**src/rtl/ps2_output.sv**
```systemverilog
// ps2_output: host-to-device PS2 transmitter (inhibit, RTS, 11-bit shift-out, ACK check)
module ps2_output #(
  parameter int INHIBIT_CYCLES = 200,
  parameter int RTS_CYCLES     = 10,
  parameter int TIMEOUT_CYCLES = 40000
) (
  input  logic       clk_slow,
  input  logic       rst,
  input  logic [7:0] tx_data,
  input  logic       tx_valid,
  output logic       tx_ready,
  input  logic       ps2_clk_in,
  input  logic       ps2_data_in,
  output logic       ps2_clk_oe,
  output logic       ps2_data_oe,
  output logic       tx_done,
  output logic       tx_error
);
  localparam int PW = $clog2((INHIBIT_CYCLES > RTS_CYCLES ? INHIBIT_CYCLES : RTS_CYCLES) + 1);
  localparam int TW = $clog2(TIMEOUT_CYCLES + 1);
  typedef enum logic [2:0] {IDLE, INHIBIT, RTS, SHIFT, ACK_WAIT, ACK_REL} state_t;
  state_t        state_q;
  logic [PW-1:0] cnt_q;
  logic [TW-1:0] to_q;
  logic [3:0]    bit_q;
  logic [9:0]    frame_q;
  logic [1:0]    clk_sync_q, data_sync_q;
  logic          clk_prev_q, clk_oe_q, data_oe_q, done_q, error_q;
  logic          fall, to_hit;
  assign fall        = clk_prev_q & ~clk_sync_q[1];
  assign to_hit      = to_q == TW'(TIMEOUT_CYCLES - 1);
  assign tx_ready    = state_q == IDLE && !done_q && !error_q;
  assign ps2_clk_oe  = clk_oe_q;
  assign ps2_data_oe = data_oe_q;
  assign tx_done     = done_q;
  assign tx_error    = error_q;
  always_ff @(posedge clk_slow or negedge rst)
    if (!rst) begin
      state_q     <= IDLE;
      cnt_q       <= '0;
      to_q        <= '0;
      bit_q       <= '0;
      frame_q     <= '0;
      clk_sync_q  <= 2'b11;
      data_sync_q <= 2'b11;
      clk_prev_q  <= 1'b1;
      clk_oe_q    <= 1'b0;
      data_oe_q   <= 1'b0;
      done_q      <= 1'b0;
      error_q     <= 1'b0;
    end else begin
      clk_sync_q  <= {clk_sync_q[0], ps2_clk_in};
      data_sync_q <= {data_sync_q[0], ps2_data_in};
      clk_prev_q  <= clk_sync_q[1];
      done_q      <= 1'b0;
      error_q     <= 1'b0;
      case (state_q)
        IDLE:
          if (tx_valid && tx_ready) begin
            frame_q  <= {1'b1, ~^tx_data, tx_data};
            cnt_q    <= '0;
            clk_oe_q <= 1'b1;
            state_q  <= INHIBIT;
          end
        INHIBIT:
          if (cnt_q == PW'(INHIBIT_CYCLES - 1)) begin
            cnt_q     <= '0;
            data_oe_q <= 1'b1;
            state_q   <= RTS;
          end else cnt_q <= cnt_q + 1'b1;
        RTS:
          if (cnt_q == PW'(RTS_CYCLES - 1)) begin
            clk_oe_q <= 1'b0;
            bit_q    <= '0;
            to_q     <= '0;
            state_q  <= SHIFT;
          end else cnt_q <= cnt_q + 1'b1;
        default: begin
          to_q <= to_q + 1'b1;
          // timeout wins over any edge landing in the same cycle
          if (to_hit) begin
            clk_oe_q  <= 1'b0;
            data_oe_q <= 1'b0;
            error_q   <= 1'b1;
            state_q   <= IDLE;
          end else if (state_q == SHIFT) begin
            if (fall) begin
              data_oe_q <= ~frame_q[bit_q];
              bit_q     <= bit_q + 1'b1;
              if (bit_q == 4'd9) state_q <= ACK_WAIT;
            end
          end else if (state_q == ACK_WAIT) begin
            if (fall) begin
              error_q <= data_sync_q[1];
              state_q <= data_sync_q[1] ? IDLE : ACK_REL;
            end
          end else if (clk_sync_q[1] && data_sync_q[1]) begin
            done_q  <= 1'b1;
            state_q <= IDLE;
          end
        end
      endcase
    end
endmodule

```
**config.mk**
```make
export PLATFORM = sky130hd
export DESIGN_NAME = ps2_output
export DESIGN_NICKNAME = d
export VERILOG_FILES = /design/src/rtl/ps2_output.sv
export SDC_FILE = /design/constraint.sdc
export NUM_CORES = 1
export LEC_CHECK = 0
export ABC_AREA = 1
export CORE_MARGIN = 3
export CORE_UTILIZATION = 25
export DETAILED_ROUTE_END_ITERATION = 16
export PLACE_DENSITY = 0.49
export SLEW_MARGIN = 30
export SYNTH_ARGS = -nofsm -noshare
export SYNTH_HDL_FRONTEND = slang
export SYNTH_SLANG_ARGS = --single-unit
```
**constraint.sdc**
```tcl
create_clock -name clk_slow -period 3 [get_ports clk_slow]
set_clock_uncertainty 0.15 [all_clocks]
set_input_delay 0.3 -clock clk_slow [delete_from_list [all_inputs] [get_ports clk_slow]]
set_output_delay 0.3 -clock clk_slow [all_outputs]
set_load 0.005 [all_outputs]
```
After elaboration in Yosys (flattened, before gate mapping)
Cells that the tools add are included.
{"block": "word_totals", "n_memories": 0, "latch_bits": 0, "rom_bits": 0, "mem_bits_rw": 0, "out_inout_bits": 5, "word_cells": 107, "in_bits": 13, "reg_bits": 50}
{"block": "classes", "n_reduce_logical": 25, "n_div": 0, "n_bitwise": 6, "magnitude_cmp": 1, "shift": 0, "multipliers": 0, "n_eq_ne": 16, "addsub": 3, "n_mux": 44}
{"operator": "3-bit 2-to-1 mux", "count": 11}
{"operator": "16-bit one-hot mux with 2 select lines", "count": 1}
{"operator": "8-bit 2-to-1 mux", "count": 3}
{"operator": "8-bit one-hot mux with 3 select lines", "count": 1}
{"operator": "1-bit 2-to-1 mux", "count": 18}
{"operator": "16-bit by 1-bit adder with 16-bit output (second input constant)", "count": 1}
{"operator": "16-bit == test (second input constant)", "count": 1}
{"operator": "16-bit 2-to-1 mux", "count": 1}
{"operator": "4-bit 2-to-1 mux", "count": 4}
{"operator": "6-bit by 4-bit != test with 1-bit output (second input constant)", "count": 2}
{"operator": "3-bit nonzero test", "count": 4}
{"operator": "3-bit one-hot mux with 3 select lines", "count": 1}
{"operator": "8-bit by 1-bit adder with 8-bit output (second input constant)", "count": 1}
{"operator": "8-bit by 4-bit == test with 1-bit output (second input constant)", "count": 1}
{"operator": "8-bit == test (second input constant)", "count": 1}
{"operator": "4-bit one-hot mux with 2 select lines", "count": 1}
{"operator": "4-bit AND reduction", "count": 2}
{"operator": "8-bit XNOR reduction", "count": 1}
{"operator": "7-bit AND reduction", "count": 1}
{"operator": "7-bit nonzero test", "count": 1}
{"operator": "3-bit by 2-bit == test with 1-bit output (second input constant)", "count": 2}
{"operator": "2-bit != test (second input constant)", "count": 3}
{"operator": "6-bit by 3-bit != test with 1-bit output (second input constant)", "count": 1}
{"operator": "4-bit by 5-bit less-than comparator with 1-bit output (second input constant)", "count": 1}
{"operator": "other kinds (19)", "count": 31}

Logic depth before layout (Yosys ltp)
{"block": "depth", "depth_word": 7, "ltp_mapped": 11, "depth_no_buf": 11}

Worst setup path after synthesis
OpenSTA, ideal clock, no wires.
{"block": "synth_path", "kind": "register -> register", "startpoint": "register to_q[0]", "endpoint": "register bit_q[1]", "setup_ps": 65, "required_ps": 2785, "stages_incl_launch_ff": 8, "arrival_time_ps": 1472, "setup_slack_ps": 1313, "period_less_slack_ps": 1687, "n_path_buf": 0, "path_cell_list": "dfrtp_1 ha_1 nand3_1 nor2_1 nand2_1 nand3_1 or2_2 nand2_1"}
{"block": "synth_via", "elab_chain_len": 3}
{"element": "start: declaration", "line_no": "24", "source": "logic [TW-1:0] to_q;"}
{"element": "start signal: assignment", "line_no": "79", "source": "to_q <= to_q + 1'b1;"}
{"element": "16-bit == test", "line_no": "31", "source": "assign to_hit = to_q == TW'(TIMEOUT_CYCLES - 1);"}
{"element": "2-bit by 1-bit != test with 1-bit output (no source line)"}
{"element": "5-bit AND reduction (no source line)"}
{"element": "end signal: assignment", "line_no": "89", "source": "bit_q <= bit_q + 1'b1;"}
{"element": "end: declaration", "line_no": "25", "source": "logic [3:0] bit_q;"}
No other way between the ends.
A chain may end at the register's enable or synchronous reset.

Worst setup path after layout
{"block": "layout_path", "startpoint": "register state_q[0]", "endpoint": "output port tx_ready"}
{"block": "layout_via", "elab_chain_len": 3}
{"element": "start: declaration", "line_no": "22", "source": "state_t state_q;"}
{"element": "start signal: assignment", "line_no": "95", "source": "state_q <= data_sync_q[1] ? IDLE : ACK_REL;"}
{"element": "3-bit zero test", "line_no": "32", "source": "assign tx_ready = state_q == IDLE && !done_q && !error_q;"}
{"element": "1-bit logical AND (2 in a row)", "line_no": "32"}
{"element": "end: declaration", "line_no": "11", "source": "output logic tx_ready,"}
No other way between the ends.

==> flow_summary.toml <==
[outcome]
status = "complete, no violations"

[layout]
filler_cell_count = 1237
antenna_cells_inserted = 0
multi_input_comb_area_um2 = 1530
post_route_cells_drive_above_1_share_pct = 6.96
fin_nets = 448
final_common_cell = "sky130_fd_sc_hd__nand2_1"
final_core_utilization_pct = 30.3
flow.area_growth_from_synthesis_pct = 16.9
sequential_cell_area_um2 = 1260
mostFrequentLayoutCells = "117 x sky130_fd_sc_hd__nand2_1, 48 x sky130_fd_sc_hd__inv_1, 45 x sky130_fd_sc_hd__dfrtp_1"

[power]
share_of_power_burned_in_the_clock_network_pct = 24.0
pwr_density_cell_nw_per_um2 = 751
sw_frac_of_total_pct = 39.9
sequentialPowerShare_pct = 36.9
internal_power_uw = 1590
power_frac_comb_pct = 39.0
p_switching_uw = 1050
ir_worst_vdd_mv = 0.294
total_leakage_power_uw = 0.00169
total_power_uw = 2640

[drt]
drtIter0Drc = 184
vias = 2663
avgViaCountPerCell = 4.64
drt_drc_violations_left = 0
ant_nets = 0
wl_per_cell_um = 12.0
dr.pass1.iters = 4
route.final.wire_length_um = 6910

[critical_path]
reg2reg_to = "bit_q[0]"
regToRegSetupSlack_ns = 0.97
critical_path_arrival_ns = 1.99
worst-setup-path-type = "reg -> out"
cp-start-kind = "flop"
r2r-start = "to_q[0]"
worstSetupEndpointType = "primary output"
worst_path_maximum_fanout = 6
rr_worst_depth = 9
crit_required_ns = 2.55

[global_routing]
overflow = 0
globalRouteMet1Util_pct = 16.3
grt_max_degree = 42
grt_util_met3_pct = 2.25
first_global_vias = 2541
gr-usage-all-layers_pct = 11.4
top_usage_layer = "met2"
fraction_of_met2_tracks_used_by_global_routing_pct = 17.1
initial_antenna_violation_count = 0
wire_length_of_the_first_global_routing_pass_um = 12300

[synthesis]
seq_area_frac_synth_pct = 41.9
ys_dominant_reg_cell = "sky130_fd_sc_hd__dfrtp_1"
yosys.area_share.xor_xnor_pct = 3.79
yosys.area_share.simple_pct = 35.3
synth.ff_latch_count = 50
number_of_flops_mapped_to_enable_cells_by_yosys = 0
avgSynthCellArea_um2 = 7.37
count_of_unique_library_cells_instantiated_by_yosys = 34
synth_compound_gate_area_share_pct = 9.67
post_synth_inst_count = 407
synthAdderAreaFrac_pct = 2.09
synth.mux.area_fraction_pct = 0
ys_warn_count = 0
asyncSetResetFlopFracSynth_pct = 100
mappedNetlistArea_um2 = 3000
synth_top_family_by_area = "simple AND/OR/NAND/NOR gates"
synth.net_count = 425

[timing]
finalWorstSetupSlack_ns = 0.562
setup_viol = 0
max-slew-margin-rel_pct = 63.6
finalSetupTns_ns = 0
fin_crit_ns = 2.44
report.final.hold_viol_count = 0
clock.fmax_mhz = 410
max_slew.worst_pin.slew_ns = 0.546
slew_viol_final = 0
rsz0062_at_grt = "no"
final.period_utilization_pct = 81.3

[job]
maxCapViolCount = 0

[placed_design]
dpl_ws_ns = 0.825
final_wtd_congestion = 0.811
place_hpwl_um = 5220
port_buffer_count = 17

[cts]
worst_skew_pair.late_latency_ns = 0.29
cts.reportedPaths.clkPinSlew_ns = 0.07
cts_hold_buf = 1
ctsRootBufferMaster = "sky130_fd_sc_hd__clkbuf_16"
cts-root-to-sink-buffers = 2
post_cts.repair.setup_buffers = 0
cts_htree_levels = 2
clock_sinks = 50
tritoncts_clock_tree = "done"
tritoncts.num_buffers = 5
cts_resized = 0

[die]
start_util_pct = 25.9
die_h_um = 116
number_of_primary_i_o_pins = 18
fp.dieArea_um2 = 13400
die_width_um = 116
core-area_um2 = 11600
row_count = 39

[min_path]
min-delay-path-class = "reg -> reg"
hold_path_startpoint = "data_sync_q[0]"
worstHoldPathCells = 0
min_delay_worst_endpoint = "data_sync_q[1]"
[state kept, by name, indices dropped and copies added, names as in the netlist]
| register | count |
|---|---|
| bit_q | 4 |
| clk_prev_q | 1 |
| clk_sync_q | 2 |
| cnt_q | 8 |
| data_sync_q | 2 |
| frame_q | 10 |
| ps2_clk_oe | 1 |
| ps2_data_oe | 1 |
| state_q | 3 |
| to_q | 16 |
| tx_done | 1 |
| tx_error | 1 |
[layer usage]
layer  vias to the layer above  routed length, um
met4                         0                114
met3                         9                282
met1                      1243               3440
met5                         -                  0
li1                       1365                  -
met2                        46               3080
[worst max-delay path: stages (launching register included)]
cell and delay (ns):
sky130_fd_sc_hd__dfrtp_1 0.44, sky130_fd_sc_hd__nor2_4 0.18, sky130_fd_sc_hd__inv_4 0.07, sky130_fd_sc_hd__nor2_4 0.12, sky130_fd_sc_hd__inv_2 0.07, sky130_fd_sc_hd__nor3_4 0.25
sky130_fd_sc_hd__clkdlybuf4s50_1 0.57
[synth_stat cells (2+ instances only)]
master	instances	area, um2
sky130_fd_sc_hd__nand2_1	117	439
sky130_fd_sc_hd__inv_1	48	180
sky130_fd_sc_hd__dfrtp_1	45	1130
sky130_fd_sc_hd__nor2_1	43	161
sky130_fd_sc_hd__nand3_1	40	200
sky130_fd_sc_hd__o21ai_0	20	100
sky130_fd_sc_hd__a21oi_1	15	75.1
sky130_fd_sc_hd__nand4_1	15	93.8
sky130_fd_sc_hd__xor2_1	8	70.1
sky130_fd_sc_hd__nor3_1	7	35.0
sky130_fd_sc_hd__dfstp_2	5	131
sky130_fd_sc_hd__ha_1	5	62.6
sky130_fd_sc_hd__xnor2_1	5	43.8
sky130_fd_sc_hd__nand3b_1	3	22.5
sky130_fd_sc_hd__nor2_4	3	33.8
sky130_fd_sc_hd__o31ai_1	3	22.5
sky130_fd_sc_hd__or2_2	3	18.8
sky130_fd_sc_hd__a21oi_2	2	17.5
sky130_fd_sc_hd__clkbuf_1	2	7.51
sky130_fd_sc_hd__inv_2	2	7.51
sky130_fd_sc_hd__nand2_4	2	22.5
sky130_fd_sc_hd__o21bai_1	2	15.0
[power groups by stage]
stage | logic, uW | registers, uW | clock network [uW]
floorplan | 766 | 945 | 0
global placement | 1030 | 983 | 0
detailed placement | 1040 | 986 | 0
CTS | 1040 | 974 | 660
global route | 1200 | 995 | 683
finish | 1030 | 973 | 634
[stage by stage]
step / hold WS [ns] / cells / cell area [um2]
2_1_floorplan: -0.146 / 407 / 3000
3_3_place_gp: 0.0338 / 565 / 3340
3_5_place_dp: 0.0279 / 565 / 3340
4_1_cts: 0.207 / 574 / 3510
5_1_grt: 0.216 / 574 / 3510
6_report: 0.206 / 574 / 3510
[area by class of cell]
class	instances	share of cell area, %
multi-input combinational	302	43.5
sequential	50	35.8
inverter	51	5.53
timing repair buffer	20	5.42
tap	143	5.10
clock buffer	7	3.78
clock inverter	1	0.856
[how the worst max path moves through the flow]
stage,startpoint,to,depth (start not counted)
global route,state_q[0],tx_ready,6
detailed placement,tx_valid,state_q[0],8
CTS,state_q[0],tx_ready,6
finish,state_q[0],tx_ready,6
floorplan,to_q[0],bit_q[1],7
global placement,tx_valid,state_q[1],8
[cell families (layout without fill, tap and decap cells)]
kind of cell,count (synthesis),in the layout
and+or+nand+nor,236,236
buffers and inverters,55,79
DFF,50,50
AOI/OAI and AO/OA,48,48
xor gates and xnor gates,13,13
adders and majority gates,5,5
Power figures use the tool's default switching activity.
